**src/rtl/piso_serializer_pkg.sv**
```systemverilog
// Shared types and helpers for the parallel-in serial-out serializer.
package piso_serializer_pkg;

    typedef enum logic {
        IDLE  = 1'b0,
        SHIFT = 1'b1
    } state_t;

    // Bit-counter width: max(1, clog2(width)), so WIDTH of 1 or 2 still gets one bit.
    function automatic int unsigned cnt_width(input int unsigned width);
        return (width <= 2) ? 1 : $clog2(width);
    endfunction

endpackage

```
**src/rtl/serializer_bit_counter.sv**
```systemverilog
// Bit-position counter for the serializer; flags the final bit of a word.
module serializer_bit_counter
    import piso_serializer_pkg::*;
#(
    parameter int unsigned WIDTH = 8,
    localparam int unsigned CW = cnt_width(WIDTH)
) (
    input  logic          clk,
    input  logic          rst_n,
    input  logic          clear,
    input  logic          increment,
    output logic [CW-1:0] cnt,
    output logic          is_last
);

    localparam logic [CW-1:0] LAST = CW'(WIDTH - 1);

    always_ff @(posedge clk or negedge rst_n) begin
        if (!rst_n) begin
            cnt <= '0;
        end else if (clear) begin
            cnt <= '0;
        end else if (increment) begin
            cnt <= cnt + 1'b1;
        end
    end

    assign is_last = (cnt == LAST);

endmodule

```
**src/rtl/piso_serializer.sv**
```systemverilog
// Parallel-in serial-out stage: valid/ready word input, one bit per clock on ser_d
// with ser_en as the gate strobe for a downstream latch or flip-flop.
module piso_serializer
    import piso_serializer_pkg::*;
#(
    parameter int unsigned WIDTH     = 8,
    parameter bit          MSB_FIRST = 1'b1
) (
    input  logic             clk,
    input  logic             rst_n,
    input  logic             in_valid,
    output logic             in_ready,
    input  logic [WIDTH-1:0] in_data,
    output logic             ser_d,
    output logic             ser_en,
    output logic             ser_last,
    output logic             busy
);

    localparam int unsigned   CW   = cnt_width(WIDTH);
    localparam logic [CW-1:0] LAST = CW'(WIDTH - 1);

    state_t           state, state_next;
    logic [WIDTH-1:0] sreg;
    logic [CW-1:0]    cnt;
    logic             is_last;
    logic             handshake;
    logic             cnt_clear;
    logic             cnt_inc;
    logic             out_bit;

    serializer_bit_counter #(
        .WIDTH (WIDTH)
    ) u_counter (
        .clk       (clk),
        .rst_n     (rst_n),
        .clear     (cnt_clear),
        .increment (cnt_inc),
        .cnt       (cnt),
        .is_last   (is_last)
    );

    assign out_bit = MSB_FIRST ? sreg[WIDTH-1] : sreg[0];

    always_ff @(posedge clk or negedge rst_n) begin
        if (!rst_n) begin
            state <= IDLE;
        end else begin
            state <= state_next;
        end
    end

    // in_ready never looks at in_valid; reset gates it low asynchronously.
    always_comb begin
        state_next = state;
        in_ready   = 1'b0;
        ser_d      = 1'b0;
        ser_en     = 1'b0;
        ser_last   = 1'b0;
        cnt_clear  = 1'b0;
        cnt_inc    = 1'b0;
        in_ready   = rst_n && ((state == IDLE) || is_last);
        handshake  = in_valid && in_ready;
        case (state)
            IDLE: begin
                if (handshake) begin
                    state_next = SHIFT;
                    cnt_clear  = 1'b1;
                end
            end
            SHIFT: begin
                ser_d    = out_bit;
                ser_en   = 1'b1;
                ser_last = is_last;
                if (is_last) begin
                    cnt_clear = 1'b1;
                    if (!handshake) begin
                        state_next = IDLE;
                    end
                end else begin
                    cnt_inc = 1'b1;
                end
            end
            default: state_next = IDLE;
        endcase
    end

    assign busy = ser_en;

    always_ff @(posedge clk or negedge rst_n) begin
        if (!rst_n) begin
            sreg <= '0;
        end else if (handshake) begin
            sreg <= in_data;
        end else if (state == SHIFT) begin
            if (cnt != LAST) begin
                sreg <= MSB_FIRST ? (sreg << 1) : (sreg >> 1);
            end else begin
                sreg <= '0;
            end
        end
    end

endmodule

```
**config.mk**
```make
export PLATFORM = sky130hd
export DESIGN_NAME = piso_serializer
export DESIGN_NICKNAME = d
export VERILOG_FILES = /design/src/rtl/piso_serializer_pkg.sv /design/src/rtl/serializer_bit_counter.sv /design/src/rtl/piso_serializer.sv
export SDC_FILE = /design/constraint.sdc
export NUM_CORES = 1
export LEC_CHECK = 0
export CORE_MARGIN = 4
export CORE_UTILIZATION = 50
export CTS_CLUSTER_DIAMETER = 40
export DETAILED_ROUTE_END_ITERATION = 7
export PLACE_DENSITY_LB_ADDON = 0.2
export SLEW_MARGIN = 10
export SYNTH_ARGS = -nofsm -noshare
export SYNTH_HDL_FRONTEND = slang
export SYNTH_HIERARCHICAL = 1
export SYNTH_SLANG_ARGS = --single-unit
```
**constraint.sdc**
```tcl
create_clock -name clk -period 3 [get_ports clk]
set_input_delay 0.6 -clock clk [delete_from_list [all_inputs] [get_ports clk]]
set_output_delay 0.6 -clock clk [all_outputs]
set_load 0.01 [all_outputs]
```
* Word level (Yosys, flattened, before mapping) *
Index checks and enable logic that the tools add are counted.

word-level totals
  flip-flop bits (word level) = 12
  input port bits = 11
  output and inout port bits = 5
  logic and storage cells = 27

operators by class
  $add $sub $neg = 1
  equal/unequal tests = 2
  multiplexer cells = 15
  bitwise operators = 1
  reductions and logical operators = 5

operators by type and width
  operator                                      number
  two-way mux 8 bit                             3
  two-way mux 1 bit                             8
  two-way mux 3 bit                             2
  case mux 1 bit (2 select lines)               2
  nonzero test 2 bit                            2
  adder 3 x 1 -> 3 bit (second input constant)  1
  == test 3 bit (second input constant)         1
  != test 3 bit (second input constant)         1
  logical AND 1 bit                             2
  logical OR 1 bit                              1
  NOT 1 bit                                     1

* Logic depth before layout (Yosys ltp) *
Gate-level depths: netlist of the first run.

  depth in word-level cells = 7
  gate-level depth with buffers = 7
  mapped depth without buffers = 6

* Hierarchy *
The synthesis of the first run kept the hierarchy.

modules (own cells, without submodules)
  module                  times used  cells an instance  area an instance (um^2)  sequential area each (um^2)
  piso_serializer         1           53                 555.5                    225.2
  serializer_bit_counter  1           11                 140.1                    75.1

* Worst setup path after synthesis of the first run *
No wires, ideal clock.

  path type = register -> output
  start = register u_counter.cnt[0]
  end = output in_ready
  data arrival time = 1,069 ps
  data required time = 2,400 ps
  slack = 1,331 ps
  stages on the path, launching flop included = 5
  buffers on the path = 0
  cell sequence = dfrtp_1 > ha_1 > ha_1 > nand2b_4 > and2_1

between the ends
  word-level cells in the longest chain between the ends = 3

RTL lines
  what                    line                          text
  start, declared         serializer_bit_counter.sv:12  output logic [CW-1:0] cnt,
  start signal, assigned  serializer_bit_counter.sv:24  cnt <= cnt + 1'b1;
  == test 3 bit           serializer_bit_counter.sv:28  assign is_last = (cnt == LAST);
  via is_last             piso_serializer.sv:26         logic is_last;
  logical OR 1 bit        piso_serializer.sv:62         in_ready = rst_n && ((state == IDLE) || is_last);
  logical AND 1 bit       piso_serializer.sv:62
  end, declared           piso_serializer.sv:12         output logic in_ready,

The timed path passes the listed nets, and every way through them passes these cells.

* Worst setup path after layout of the first run *
Same ends and word-level chain as after synthesis.

==> summary.md, run 1 <==
| Metric | Value |
|---|---|
| Critical path cell sequence | `ha_1, ha_1, nand2b_4, and2_1, clkdlybuf4s50_1` |
| Most frequent cells in the layout | `clkdlybuf4s50_1 (15), dfrtp_1 (12), inv_1 (8), mux2_4 (8)` |
| Xor/xnor cell area share of the yosys netlist | `under 10%` |
| CP arrival | `1.85 ns` |
| Top post-synthesis cells by area | `dfrtp_1 (43%), mux2_4 (17%), o22ai_1 (6.3%)` |
| HPWL Detailed | `828 um` |
| R2R Path End | `sreg[0]` |
| Most used DFF post-synth | `dfrtp_1` |
| Cell mode on critical path | `ha_1` |
| Status | `complete, no violations` |
| Final period util | `81.7%` |
| Grt total ovfl | `0` |
| Total core area | `0.00130 mm^2` |
| Top cell type's share of synthesized area | `43.2%` |
| R2r startpoint | `u_counter/cnt[0]` |
| Vias in the first global route | `402` |
| CP max stage cell | `clkdlybuf4s50_1` |
| Worst-Skew Late Latency | `0.26 ns` |
| CP peak stage delay | `around 0.47 ns` |
| Final WL | `1.16 mm` |
| Crit-path max FO | `4` |
| Initial antenna violation count | `0` |
| Main combinational cell family by area after synthesis | `multiplexers` |
| ANT cells | `0` |
| Largest vdd supply drop | `roughly 0.00044 V` |
| Die Area | `0.00205 mm^2` |
| Drt first pass iters | `2` |
| TNS Setup | `0 ns` |
| Min-delay worst type | `reg -> reg` |
| Most common cell after layout, fill and taps aside | `clkdlybuf4s50_1` |
| Startpoint Class | `flip-flop` |
| Clk_skew | `approximately 0.0033 ns` |
| Worst Tran Pin Value | `0.629 ns` |
| Post-Synth Adder-Cell Area | `3.60%` |
| Max_slew headroom | `between 50% and 60%` |
| Setup Fix Bufs, Post-CTS | `0` |
| Tot Pwr | `0.689 mW` |
| Largest delay share family, worst path | `buffers and inverters` |
| Vias per inst | `about 4.9` |
| Hold_buf cts | `0` |
| Pwr Density | `805 mW/mm^2` |
| Initial drt markers | `1` |
| Final nets | `a little over 90` |
| # rows | `13` |
| Clock tree buffer depth | `2` |
| Largest net degree at the start of global routing | `22` |
| YS warnings | `6` |
| Hold_sp | `u_counter/cnt[1]` |
| WP data required | `2.40 ns` |
| Hold depth | `2` |
| Cells after synthesis | `64` |
| Initial Utilization | `53.5%` |
| Area leader, netlist | `dfrtp_1` |
| Synth Area per Inst | `10.9 um^2` |
| Hold endpoint | `u_counter/cnt[1]` |
| Kind of critical path | `reg -> out` |
| Register area share after synthesis | `around 43%` |
| Async set or reset register ratio after synthesis | `100%` |
| Wire per inst | `approximately 13 um` |
| Routed vias | `457` |
| Post-synth EDFFs | `0` |
| Hold Vio Cnt, Final | `0` |
| Placer congestion estimate | `0.669` |
| Simple-gate share of the synthesized area | `14.6%` |
| Io pins | `16` |
| Slew Limit Fails | `0` |
| Netlist cell types | `20` |
| Post-cts sizing count | `0` |
| Complex-gate fraction of the synthesized area | `7.37%` |
| Layout cell share with drive strength beyond 1 | `17.9%` |
| RSZ-0062 raised after global routing | `no` |
| DRC viols | `0` |
| Max Clk Rate | `408 MHz` |
| Clock slew at reported path FFs | `roughly 0.060 ns` |
| CTS tree | `done` |
| Crit path buffers/inverters | `1` |
| Register-to-Register Path Depth | `5` |
| Die X | `around 45 um` |
| Setup Viol. Count Final | `0` |
| Crit. End Element | `primary output` |
| Leak pwr | `roughly 0.40 nW` |
| CTS Buf Count | `3` |
| R2r setup slk | `1.37 ns` |
| Synthesized area | `between 600 and 700 um^2` |
| Minimum clock period | `2.45 ns` |
| Synth Register Bits | `12` |
| Area delta synth->final | `23.0%` |
| Final core occ | `65.8%` |
| Max cap viols | `0` |
| Die Ht | `45.3 um` |
| Total global-route track usage | `12.1%` |
| First-pass GRT wire length | `1.73 mm` |
| Post-route ant nets | `0` |
| Proportion of synthesized area in mux cells | `20.1%` |
| H-tree depth | `1` |
| Syn_nets | `between 70 and 80` |
| IO buf count | `15` |
| Clock Tree Root | `clkbuf_4` |
| CTS Sinks | `12` |
## stage by stage
stage | setup WS, ns | instances | area, um^2 | hold WS (ns)
finish | 0.549 | 93 | 856 | 0.556
global route | 0.471 | 93 | 856 | 0.597
CTS | 0.533 | 93 | 856 | 0.558
detailed placement | 0.691 | 90 | 833 | 0.542
global placement | 0.671 | 90 | 833 | 0.532
floorplan | 1.33 | 64 | 696 | 0.304
## cell families (layout without fill, tap and decap cells)
logic type,count (synthesis),count (layout)
AOI/OAI and AO/OA,8,8
muxes,10,10
DFF,12,12
and+or+nand+nor,18,18
buffers and inverters,13,27
xor gates and xnor gates,1,1
adders and majority gates,2,2
## where the power goes
| part | total, mW | switching (mW) | internal, mW |
|---|---|---|---|
| registers | 0.285 | 0.0621 | 0.223 |
| logic | 0.313 | 0.122 | 0.190 |
| clock network | 0.0914 | 0.0451 | 0.0463 |
## routing by layer
| layer | vias up | wire length, um | global-route usage [%] |
|---|---|---|---|
| li1 | 240 | - | - |
| met1 | 205 | 580 | 16.2 |
| met2 | 10 | 505 | 17.2 |
| met3 | 2 | 66 | 4.78 |
| met4 | 0 | 10 | 5.26 |
| met5 | - | 0 | 0 |
## worst max path at each step
stage,start,end,slack (ns),cells past startpoint
global route,u_counter/cnt[0],in_ready,0.47,5
finish,u_counter/cnt[0],in_ready,0.55,5
global placement,rst_n,in_ready,0.67,3
detailed placement,rst_n,in_ready,0.69,3
floorplan,u_counter/cnt[0],in_ready,1.33,4
CTS,u_counter/cnt[0],in_ready,0.53,5
## tightest hold or removal path: stages, from the launching register on
cell	delay, ns
dfrtp_1	0.36
mux2i_1	0.07
nor2_1	0.08
## synth_stat cells (all sizes together), types with 2 or more instances
library cell   n
nand2          7
and2           3
o22ai          7
and3           2
buf            4
nor2           3
inv            8
mux2i          2
mux2           8
ha             2
dfrtp         12
## sequential cells by signal, summed over array words and instances, names as in the netlist
register / count
u_counter/cnt: 3
sreg: 8
state: 1
## layout make-up
class                           count  area, um^2
Fill cell                         115         445
Multi-Input combinational cell     39         327
Sequential cell                    12         300
Timing Repair Buffer               16         158
Inverter                            8        30.0
Clock buffer                        3        22.5
Tap cell                           15        18.8
Note: power is estimated with default switching activity, not from simulation.
==> inputs of run 2 (changes only) <==
Settings changed: CORE_UTILIZATION 50 to 47.
Clock period 3 ns to 2.4 ns, I/O delays scaled along.
==> run 2 against run 1 <==
Clock-buffer cell count unchanged. Critical endpoint unchanged. Sequential power grew 20%. Highest routed layer unchanged. Utilization down 1.8 points. Combinational power up 32%. Largest cell class unchanged. Clock skew grew 0.0011 ns. Worst hold slack worse by 0.016 ns. Critical path type unchanged.
==> summary.md, run 2 (same netlist as run 1, synthesis figures left out) <==
| Metric | Value |
|---|---|
| Status | `complete, no violations` |
| Leak pwr | `0.402 nW (+1.1%)` |
| Slew Limit Fails | `0 (unchanged)` |
| HPWL Detailed | `867 um (+4.7%)` |
| Final Instance Area | `863 um^2 (+0.88%)` |
| Wire per inst | `12.1 um (-2.9%)` |
| Multi-input logic area | `327 um^2 (unchanged)` |
| Most common cell after layout, fill and taps aside | `clkdlybuf4s50_1` |
| ANT cells | `0 (unchanged)` |
| Worst slack at placement | `0.315 ns (-0.376 ns)` |
| Initial Utilization | `51.5% (-1.9 points)` |
| Final setup margin | `0.0775 ns (-0.472 ns)` |
| Io pins | `16 (unchanged)` |
| Routed vias | `471 (+3.1%)` |
| Regs by FF count | `sreg (8), u_counter/cnt (3), state (1)` |
| Pwr Density | `1010 mW/mm^2 (+25%)` |
| RSZ-0062 raised after global routing | `no` |
| CTS tree | `done` |
| Largest net degree at the start of global routing | `15 (-32%)` |
| Reg with most FFs | `sreg` |
| Max cap viols | `0 (unchanged)` |
| Vias in the first global route | `426 (+6.0%)` |
| Largest vdd supply drop | `0.000608 V (+38%)` |
| IO buf count | `15 (unchanged)` |
| Setup Fix Bufs, Post-CTS | `0 (unchanged)` |
| R2r startpoint | `u_counter/cnt[0]` |
| CP endpoint | `in_ready` |
| Crit path buffers/inverters | `1 (unchanged)` |
| Drt first pass iters | `2 (unchanged)` |
| Final period util | `between 90 and 100%` |
| Crit-path max FO | `4 (unchanged)` |
| Crit. End Element | `primary output` |
| Worst Tran Pin Value | `0.438 ns (-0.191 ns)` |
| Die Area | `0.00216 mm^2 (+5.2%)` |
| Die X | `46.5 um (+2.6%)` |
| CTS Sinks | `12 (unchanged)` |
| Final WL | `1.14 mm (-1.9%)` |
| R2r setup slk | `0.77 ns (-0.60 ns)` |
| # rows | `13 (unchanged)` |
| Layout cell share with drive strength beyond 1 | `19.0% (+1.0 points)` |
| Largest delay share family, worst path | `buffers and inverters` |
| Crit path from | `u_counter/cnt[0]` |
| Grt total ovfl | `0 (unchanged)` |
| Setup Viol. Count Final | `0 (unchanged)` |
| Cell mode on critical path | `ha_1` |
| Hold Vio Cnt, Final | `0 (unchanged)` |
| Tot Pwr | `0.870 mW (+26%)` |
| Final nets | `94 (+1.1%)` |
| Hold_buf cts | `0 (unchanged)` |
| CP arrival | `1.84 ns (about the same)` |
| Area delta synth->final | `24.1%` |
| Total global-route track usage | `12.3% (+0.22 points)` |
| Min-delay worst type | `in -> async` |
| TNS Setup | `0 ns (unchanged)` |
| Register-to-Register Path Depth | `5 (unchanged)` |
| Total core area | `0.00135 mm^2 (+3.7%)` |
| Clock tree buffer depth | `2 (unchanged)` |
| Clock Tree Root | `clkbuf_4` |
| Die Ht | `46.5 um (+2.6%)` |
| Initial antenna violation count | `0 (unchanged)` |
| R2R Path End | `sreg[1]` |
| Critical path cell sequence | `ha_1, ha_1, nand2b_4, and2_1, clkdlybuf4s50_1` |
| CTS Buf Count | `3 (unchanged)` |
| Minimum clock period | `2.32 ns` |
| H-tree depth | `1 (unchanged)` |
| Post-cts sizing count | `0 (unchanged)` |
| Initial drt markers | `3 (+2)` |
| Max_slew headroom | `70.8% (+13 points)` |
| Clock slew at reported path FFs | `0.07 ns (about the same)` |
| FILL cells | `119 (+3.5%)` |
| Placed instance area | `841 um^2 (+0.90%)` |
| CP peak stage delay | `0.47 ns (about the same)` |
| Max Clk Rate | `431 MHz` |
| Largest register FFs | `8 (unchanged)` |
| Reg area | `300 um^2 (unchanged)` |
| Most frequent cells in the layout | `clkdlybuf4s50_1 (15), dfrtp_1 (12), inv_1 (8), mux2_4 (8)` |
| CP max stage cell | `clkdlybuf4s50_1` |
| Post-route ant nets | `0 (unchanged)` |
| Worst-Skew Late Latency | `0.26 ns (about the same)` |
| Clk_skew | `0.00435 ns (+0.00109 ns)` |
| Startpoint Class | `flip-flop` |
| WP data required | `1.92 ns (-0.48 ns)` |
| DRC viols | `0 (unchanged)` |
| Placer congestion estimate | `0.759 (+13%)` |
| Crit. path cell count | `5 (unchanged)` |
| First-pass GRT wire length | `1.79 mm (+3.2%)` |
| Kind of critical path | `reg -> out` |
| Vias per inst | `5.01 (+2.0%)` |
## run 2: how the worst min path moves through the flow
stage                startpoint               end  slack, ns  cells after the start
2_1_floorplan             rst_n           sreg[0]       0.18                      0
6_report                  rst_n           sreg[7]       0.54                      2
3_3_place_gp   u_counter/cnt[1]  u_counter/cnt[1]       0.54                      2
3_5_place_dp   u_counter/cnt[1]  u_counter/cnt[1]       0.55                      2
4_1_cts                   rst_n           sreg[7]       0.54                      2
5_1_grt                   rst_n           sreg[7]       0.55                      2
## run 2: per-stage QoR
stage / utilization [%] / std cells / hold WS [ns]
after floorplan: - / 64 / 0.184
after global placement: 62.3 / 91 / 0.535
after detailed placement: 62.3 / 91 / 0.547
after CTS: 63.9 / 94 / 0.539
after global routing: 63.9 / 94 / 0.549
final: 63.9 / 94 / 0.540
## run 2: area by class of cell
| class | instances | area share (%) |
|---|---|---|
| Multi-Input combinational cell | 39 | 37.8 |
| Sequential cell | 12 | 34.8 |
| Timing Repair Buffer | 17 | 19.1 |
| Inverter | 8 | 3.48 |
| Clock buffer | 3 | 2.61 |
| Tap cell | 15 | 2.17 |
## run 2: worst register-to-register path, cell delays in order, from the launching register on
cell	delay, ns
dfrtp_1	0.40
ha_1	0.21
ha_1	0.19
nand2b_4	0.15
and3_4	0.26
mux2_4	0.31
## run 2: power breakdown
part	internal (mW)	switching [mW]
Clock	0.0579	0.0579
Sequential	0.279	0.0630
Combinational	0.246	0.166
## run 2: per-layer routing
| layer | vias to the layer above | global-route usage [%] | wire, um |
|---|---|---|---|
| met3 | 2 | 6.25 | 99 |
| met1 | 213 | 14.4 | 523 |
| met5 | - | 0 | 0 |
| met4 | 0 | 5.11 | 8 |
| met2 | 13 | 19.0 | 511 |
| li1 | 243 | - | - |
